### src/rtl/fill_pkg.sv
// Shared types and sizing for the polygon fill sequencer.
package fill_pkg;

  localparam int NUM_ROWS       = 64;
  localparam int ROW_W          = 7;
  localparam int TIMEOUT_CYCLES = 255;
  localparam int WDOG_W         = 8;

  localparam logic [ROW_W-1:0] ROWS_L = ROW_W'(NUM_ROWS);

  typedef enum logic [2:0] {
    S_IDLE,
    S_MATH,
    S_READ,
    S_WAIT_WR,
    S_FILL,
    S_ADV,
    S_DONE
  } fill_state_t;

endpackage

### src/rtl/fill_sequencer.sv
// Fill control FSM: min-corner math, then per-row read / wait-write / fill / advance; Moore outputs.
// Optional handshake watchdog enabled by defining FILL_TIMEOUT_EN.
module fill_sequencer
  import fill_pkg::*;
(
  input  logic             clk,
  input  logic             n_rst,
  input  logic             cmd_valid,
  output logic             cmd_ready,
  input  logic             abort,
  output logic             math_start,
  input  logic             math_done,
  output logic             row_start,
  input  logic             rd_valid,
  input  logic             wr_ready,
  output logic             fill_start,
  input  logic             fill_done,
  input  logic             all_finish,
  output logic [ROW_W-1:0] row_idx,
  output logic             busy,
  output logic             done,
  output logic             err
);

  fill_state_t      state, state_nxt;
  logic [ROW_W-1:0] row_nxt;
  logic [ROW_W-1:0] row_inc;
  logic             last_row;
  logic             err_nxt;
  logic             err_q;
  logic             timeout;

  // Counter holds at NUM_ROWS rather than wrapping
  assign row_inc  = (row_idx >= ROWS_L) ? row_idx : row_idx + ROW_W'(1);
  assign last_row = (row_inc == ROWS_L);

`ifdef FILL_TIMEOUT_EN
  logic [WDOG_W-1:0] wdog;
  logic              wait_st;

  assign wait_st = (state == S_MATH) || (state == S_READ) || (state == S_WAIT_WR);
  assign timeout = wait_st && (wdog == WDOG_W'(TIMEOUT_CYCLES));

  always_ff @(posedge clk or negedge n_rst) begin
    if (!n_rst) begin
      wdog <= '0;
    end else if (!wait_st || (state_nxt != state)) begin
      wdog <= '0;
    end else begin
      wdog <= wdog + WDOG_W'(1);
    end
  end
`else
  assign timeout = 1'b0;
`endif

  always_comb begin
    state_nxt = state;
    row_nxt   = row_idx;
    err_nxt   = 1'b0;
    case (state)
      S_IDLE: begin
        if (cmd_valid) begin
          state_nxt = S_MATH;
          row_nxt   = '0;
        end
      end
      S_MATH:    if (math_done) state_nxt = S_READ;
      S_READ:    if (rd_valid)  state_nxt = S_WAIT_WR;
      S_WAIT_WR: if (wr_ready)  state_nxt = S_FILL;
      S_FILL: begin
        if (fill_done) begin
          state_nxt = S_ADV;
        end else begin
          state_nxt = S_IDLE;
          err_nxt   = 1'b1;
        end
      end
      S_ADV: begin
        row_nxt = row_inc;
        if (last_row || all_finish) begin
          state_nxt = S_DONE;
          err_nxt   = last_row ^ all_finish;
        end else begin
          state_nxt = S_READ;
        end
      end
      S_DONE:  state_nxt = S_IDLE;
      default: state_nxt = S_IDLE;
    endcase
    if (timeout) begin
      state_nxt = S_IDLE;
      err_nxt   = 1'b1;
    end
    // Abort overrides any handshake completing in the same cycle
    if (abort && (state != S_IDLE)) begin
      state_nxt = S_IDLE;
      row_nxt   = row_idx;
      err_nxt   = 1'b0;
    end
  end

  always_ff @(posedge clk or negedge n_rst) begin
    if (!n_rst) begin
      state   <= S_IDLE;
      row_idx <= '0;
      err_q   <= 1'b0;
    end else begin
      state   <= state_nxt;
      row_idx <= row_nxt;
      err_q   <= err_nxt;
    end
  end

  assign cmd_ready  = (state == S_IDLE);
  assign busy       = (state != S_IDLE);
  assign math_start = (state == S_MATH);
  assign row_start  = (state == S_READ);
  assign fill_start = (state == S_FILL);
  assign done       = (state == S_DONE);
  assign err        = err_q;

endmodule

### config.mk
export PLATFORM = sky130hd
export DESIGN_NAME = fill_sequencer
export DESIGN_NICKNAME = d
export VERILOG_FILES = /design/src/rtl/fill_pkg.sv /design/src/rtl/fill_sequencer.sv
export SDC_FILE = /design/constraint.sdc
export NUM_CORES = 1
export LEC_CHECK = 0
export ABC_AREA = 1
export BUFFER_PORTS_ARGS = -buffer_cell sky130_fd_sc_hd__buf_2
export CORE_MARGIN = 2
export CORE_UTILIZATION = 51
export DETAILED_ROUTE_END_ITERATION = 6
export GPL_ROUTABILITY_DRIVEN = 1
export PLACE_DENSITY = 0.75
export SKIP_CTS_REPAIR_TIMING = 1
export SYNTH_ARGS = -nofsm -noshare
export SYNTH_HDL_FRONTEND = slang
export SYNTH_SLANG_ARGS = --single-unit
### constraint.sdc
create_clock -name clk -period 2.2 [get_ports clk]
set_input_delay 0.22 -clock clk [delete_from_list [all_inputs] [get_ports clk]]
set_output_delay 0.22 -clock clk [all_outputs]
set_load 0.01 [all_outputs]
==> key figures, run 1 <==
Synthesis
  – Post-synth EDFFs: 0
  – Mapped Cells: 134
  – Yosys warns: 0
  – Post-synth top flop: dfrtp_1
  – Syn Nets: 146
  – Post-synthesis cell type count: 21
  – Synthesized flop and latch total: 11
  – Asr flop ratio synth: 1.000
  – Seq/Total Area, Yosys: 0.3161
  – Synth Area per Inst: 6.499 sq um
  – Post-synthesis instance area: 870.8 sq um

STA
  – Setup Skew: 0.004896 ns
  – Setup violations, final: 0
  – Fin worst setup slack: 0.3163 ns
  – Crit share post-route: 0.8562
  – Min Tclk post-route: 1.884 ns
  – RSZ-0062 raised after global routing: no
  – Worst-Margin Slew: 0.3139 ns
  – Final Hold Vio Count: 0
  – Final Max Tran Viols: 0
  – Fmax: 0.5309 GHz
  – Fin Hold WS: 0.2380 ns
  – Setup TNS Final: 0 ns
  – Max-slew headroom: 0.7907

Hold path
  – Worst hold path depth: 4
  – Hold Path Origin: fill_done
  – Hold Crit Class: in2reg

Worst setup path
  – Setup CP Type: reg2reg
  – CP Cell Sequence: ha_1 -> nand3_1 -> o21ai_0 -> nand3_1 -> nor2_1 -> nand2_1 -> ha_1 -> nand2_1 -> o21ai_0 -> nand2_1 -> inv_1
  – Arrival time at the worst endpoint: 2.05 ns
  – CP bufs+invs: 1
  – Worst Reg2Reg Path Length in Cells: 11
  – Critical path required time: 2.37 ns
  – Crit end category: flip-flop
  – Slowest stage delay, CP: 0.44 ns
  – Most frequent CP cell: nand2_1
  – Worst-path maximum fanout: 6
  – RR Startpoint: row_idx[0]$_DFFE_PN0P_
  – CP delay by family, top: simple AND/OR/NAND/NOR gates
  – CP Launch Point: row_idx[0]$_DFFE_PN0P_
  – Levels on crit path: 11
  – Slowest-stage cell, CP: dfrtp_1
  – Crit path launch type: flip-flop

Place
  – Final GP Congestion: 0.8209
  – DPL Wire Length: 1390 um
  – Port bufs: 22
  – DP Area: 993.5 sq um
  – Dpl ws: 0.3806 ns

Global routing
  – Vias in the first global route: 728
  – GR Util All Layers: 0.2023
  – Initial antenna violation count: 0
  – Pin count of the biggest net entering global routing: 12
  – Grt ovf: 0
  – First-pass GRT wire length: 2939 um

Route
  – Drt wl/cell: 9.915 um
  – DRC: 0
  – DR vias/cell: 4.960
  – DR pass1 iterations: 4
  – First DRT Iteration DRCs: 14
  – DRT antenna net count: 0
  – Via count: 873
  – Final wirelength: 1745 um

Power
  – Power per cell area: 879.1 nW/um^2
  – Net Switching: 0.4414 mW
  – Int Power: 0.4639 mW
  – P_leak: 0.6171 nW
  – Power share of the clock group: 0.154
  – Peak supply drop: 550.1 uV
  – Flop pwr share: 0.310
  – Comb power frac: 0.536
  – Sw frac: 0.4876

Final layout
  – ANT cells: 0
  – Fill cell count: 149
  – Commonest non-fill, non-tap cell in the layout: nand2_1
  – Area Growth Syn to Fin: 18.25%
  – Post-route design area: 1030 sq um
  – Share of layout cells above drive strength 1: 0.2063
  – Commonest non-fill, non-tap cells in the layout: nand2_1 (44), inv_1 (26), buf_2 (22)
  – Nets: 173

Clock tree
  – Clk_lat worst skew: 0.27 ns
  – CTS tree: built
  – Reg clk slew, reported paths: 0.07 ns
  – Clock buffer depth: 2
  – TritonCTS buffer count: 3
  – CTS sink count: 11
  – H-tree Lvls: 1
  – Root Driver: clkbuf_4

Die
  – Core Box Area: 1559 sq um
  – Initial Util: 0.5586
  – Die W: 45.32 um
  – Core Rows: 14
  – Die Area: 2054 sq um
  – Chip height: 45.32 um
  – # IOs: 23

Job
  – Number of max-cap violations: 0

Run status
  – Status: complete, no violations
per-layer routing:
| metal | global-route usage | up-vias | share of wire |
|---|---|---|---|
| met5 | 0 | - | 0 |
| met4 | 0.07059 | 0 | 0.014 |
| met3 | 0.06000 | 5 | 0.040 |
| met2 | 0.3600 | 19 | 0.50 |
| met1 | 0.2269 | 388 | 0.44 |
| li1 | - | 461 | - |
stage by stage:
step | total power, mW | utilization | std cells
5_1_grt | 0.9857 | 0.6605 | 176
4_1_cts | 0.9163 | 0.6541 | 175
3_5_place_dp | 0.7703 | 0.6372 | 171
3_3_place_gp | 0.7619 | 0.6372 | 171
6_report | 0.9053 | 0.6605 | 176
2_1_floorplan | 0.6558 | - | 134
state kept, by name, summed over array words and instances, names as in the netlist:
name	count
row_idx	7
state	3
err	1
cell type report:
type                       instances  area, sq um  area share
multi-input combinational         94        480.5      0.4666
sequential                        11        275.3      0.2673
timing repair buffer              23        120.1      0.1166
inverter                          28        107.6      0.1045
clock buffer                       4        26.28     0.02552
tap                               16        20.02     0.01944
path summary, 6_finish.rpt:
check	endpoint	slack (ns)
min in group asynchronous	state[1]$_DFFE_PN0P_	0.34
worst min register to register	row_idx[5]$_DFFE_PN0P_	0.59
worst max register to register	err$_DFF_PN0_	0.32
worst max-delay path	err$_DFF_PN0_	0.32
worst min-delay path	err$_DFF_PN0_	0.24
max in group asynchronous	row_idx[1]$_DFFE_PN0P_	1.65
power by group through the flow:
stage / Clock [mW] / Sequential, mW / Combinational [mW]
2_1_floorplan: 0 / 0.261 / 0.395
3_3_place_gp: 0 / 0.284 / 0.478
3_5_place_dp: 0 / 0.285 / 0.485
4_1_cts: 0.148 / 0.281 / 0.487
5_1_grt: 0.155 / 0.285 / 0.546
6_report: 0.140 / 0.281 / 0.485
tightest hold or removal path, delay by kind of cell:
kind,cells,cell delay (ns)
simple gates,1,0.05
compound gates,1,0.08
buf+inv,2,0.12
synthesized netlist by cell type, types with 2 or more instances:
| library cell | number | share of area |
|---|---|---|
| nand2_1 | 44 | 0.19 |
| inv_1 | 26 | 0.11 |
| nand3_1 | 13 | 0.075 |
| dfrtp_1 | 11 | 0.32 |
| nor2_1 | 10 | 0.043 |
| o21ai_0 | 5 | 0.029 |
| o21ai_1 | 5 | 0.029 |
| ha_1 | 3 | 0.043 |
| nand4_1 | 3 | 0.022 |
| nand2_4 | 2 | 0.026 |
| xor2_1 | 2 | 0.020 |
kinds of logic (layout without fill, tap and decap cells):
family / Yosys count / after routing / share of synthesized area
AO/OA/AOI/OAI: 12 / 12 / 0.07326
XOR/XNOR: 3 / 3 / 0.03018
adder cells (fa/ha/maj): 3 / 3 / 0.04311
buffers and inverters: 29 / 55 / 0.1322
flip-flops: 11 / 11 / 0.3161
AND/OR/NAND/NOR: 76 / 76 / 0.4052
(Power assumes the default switching activity.)
==> run 2: changes to the inputs <==
GPL_TIMING_DRIVEN = 0   (was unset)
TNS_END_PERCENT = 100   (was unset)
==> run 2 against run 1 <==
  * Clock power grew 3%
  * Setup slack lost 0.020 ns
  * Die area is the same
  * Sequential share of layout area shrank 0.19 points
  * Fmax shrank 1.0%
  * Worst hold slack gained 0.0091 ns
  * Via count grew 1.5%
  * Critical endpoint unchanged
  * Largest cell class unchanged
==> key figures, run 2 (synthesized netlist as in run 1, its figures left out) <==
Clock tree
  – TritonCTS buffer count: 3
  – Clock buffer depth: 2
  – CTS tree: built
  – Reg clk slew, reported paths: 0.07 ns
  – Root Driver: clkbuf_4
  – Clk_lat worst skew: 0.28 ns
  – CTS sink count: 11
  – H-tree Lvls: 1

STA
  – Min Tclk post-route: 1.903 ns
  – RSZ-0062 raised after global routing: no
  – Final Max Tran Viols: 0
  – Worst-Margin Slew: 0.2662 ns
  – Fmax: 0.5254 GHz
  – Crit share post-route: 0.8651
  – Final Hold Vio Count: 0
  – Setup violations, final: 0
  – Fin Hold WS: 0.2471 ns
  – Setup Skew: 0.001719 ns
  – Max-slew headroom: 0.8225
  – Setup TNS Final: 0 ns

Worst setup path
  – Arrival time at the worst endpoint: 2.08 ns
  – CP bufs+invs: 1
  – CP delay by family, top: adder cells
  – Crit end category: flip-flop
  – Critical path required time: 2.38 ns
  – Worst-path maximum fanout: 6
  – CP Cell Sequence: ha_1 -> nand3_1 -> o21ai_0 -> nand3_1 -> nor2_1 -> nand2_1 -> ha_1 -> nand2_1 -> o21ai_0 -> nand2_1 -> inv_1
  – Slowest stage delay, CP: 0.46 ns
  – Crit path launch type: flip-flop
  – Setup CP Type: reg2reg
  – Slowest-stage cell, CP: dfrtp_1
  – Most frequent CP cell: nand2_1

Job
  – Number of max-cap violations: 0

Global routing
  – Pin count of the biggest net entering global routing: 12
  – Grt ovf: 0
  – GR Util met2: 0.3743
  – Met3 GRT Util: 0.03600
  – Vias in the first global route: 759
  – Met1 GRT Util: 0.2469
  – Busiest grt layer: met2
  – GR Util All Layers: 0.2107
  – First-pass GRT wire length: 3098 um
  – Initial antenna violation count: 0

Route
  – Drt wl/cell: 10.27 um
  – DR pass1 iterations: 4
  – First DRT Iteration DRCs: 15
  – Via count: 886
  – Final wirelength: 1818 um
  – DRT antenna net count: 0
  – DRC: 0
  – DR vias/cell: 5.006

Final layout
  – Post-route design area: 1037 sq um
  – Nets: 174
  – Commonest non-fill, non-tap cell in the layout: nand2_1
  – Max FFs per register: 7
  – Multi-input combinational cell area: 480.5 sq um
  – Largest register by flop count: row_idx
  – ANT cells: 0
  – Sequential cell area: 275.3 sq um
  – Fill cell count: 145
  – Commonest non-fill, non-tap cells in the layout: nand2_1 (44), inv_1 (26), buf_2 (22)
  – Share of layout cells above drive strength 1: 0.2112
  – Area Growth Syn to Fin: 19.11%

Die
  – Initial Util: 0.5586
  – Core Box Area: 1559 sq um
  – Chip height: 45.32 um
  – Die Area: 2054 sq um
  – Die W: 45.32 um
  – # IOs: 23
  – Core Rows: 14

Place
  – DP Area: 1001 sq um
  – Final GP Congestion: 0.8554
  – DPL Wire Length: 1436 um
  – Port bufs: 22

Run status
  – Status: complete, no violations

Power
  – Peak supply drop: 658.8 uV
  – Power per cell area: 897.6 nW/um^2
  – P_leak: 0.6221 nW

Hold path
  – Hold Crit Class: in2reg
run 2: cell types whose count changed in the layout (fill, tap and decap cells not counted):
cell / change
buf_4: +1
run 2: through the flow:
| step | utilization | instances | setup WS, ns | power (mW) |
|---|---|---|---|---|
| 2_1_floorplan | - | 134 | 0.4401 | 0.6558 |
| 3_3_place_gp | 0.6421 | 172 | 0.3050 | 0.7748 |
| 3_5_place_dp | 0.6421 | 172 | 0.2901 | 0.7894 |
| 4_1_cts | 0.6589 | 176 | 0.2707 | 0.9389 |
| 5_1_grt | 0.6653 | 177 | 0.1580 | 1.016 |
| 6_report | 0.6653 | 177 | 0.2967 | 0.9310 |
run 2: metal layers:
layer  vias up  wire length [um]
met5         -                 0
met4         0                32
met3         5                66
met2        16               878
met1       396               840
li1        469                 -
run 2: path summary, 6_finish.rpt:
kind                                              from                     end  slack [ns]  cells after the start
worst max register to register  row_idx[0]$_DFFE_PN0P_           err$_DFF_PN0_        0.30                     11
max in group asynchronous                        n_rst  row_idx[1]$_DFFE_PN0P_        1.65                      2
worst min register to register  row_idx[6]$_DFFE_PN0P_  row_idx[6]$_DFFE_PN0P_        0.60                      2
min in group asynchronous                        n_rst  row_idx[2]$_DFFE_PN0P_        0.34                      2
worst max-delay path            row_idx[0]$_DFFE_PN0P_           err$_DFF_PN0_        0.30                     11
worst min-delay path                         fill_done           err$_DFF_PN0_        0.25                      4
run 2: final cells by class:
cell class / count / share of cell area
Clock buffer: 4 / 0.02533
Buffer: 1 / 0.007238
Sequential cell: 11 / 0.2654
Timing Repair Buffer: 23 / 0.1158
Multi-Input combinational cell: 94 / 0.4632
Inverter: 28 / 0.1037
Tap cell: 16 / 0.01930
run 2: tightest hold or removal path: stages:
cell	delay (ns)
buf_2	0.09
o21ai_0	0.09
nand2_1	0.06
inv_1	0.03
run 2: power by group:
group	internal, mW	total, mW	leakage (nW)	switching [mW]
registers	0.229	0.260	0.151	0.0305
logic	0.176	0.527	0.456	0.351
clock network	0.0704	0.144	0.0150	0.0739
total	0.475	0.931	0.622	0.456
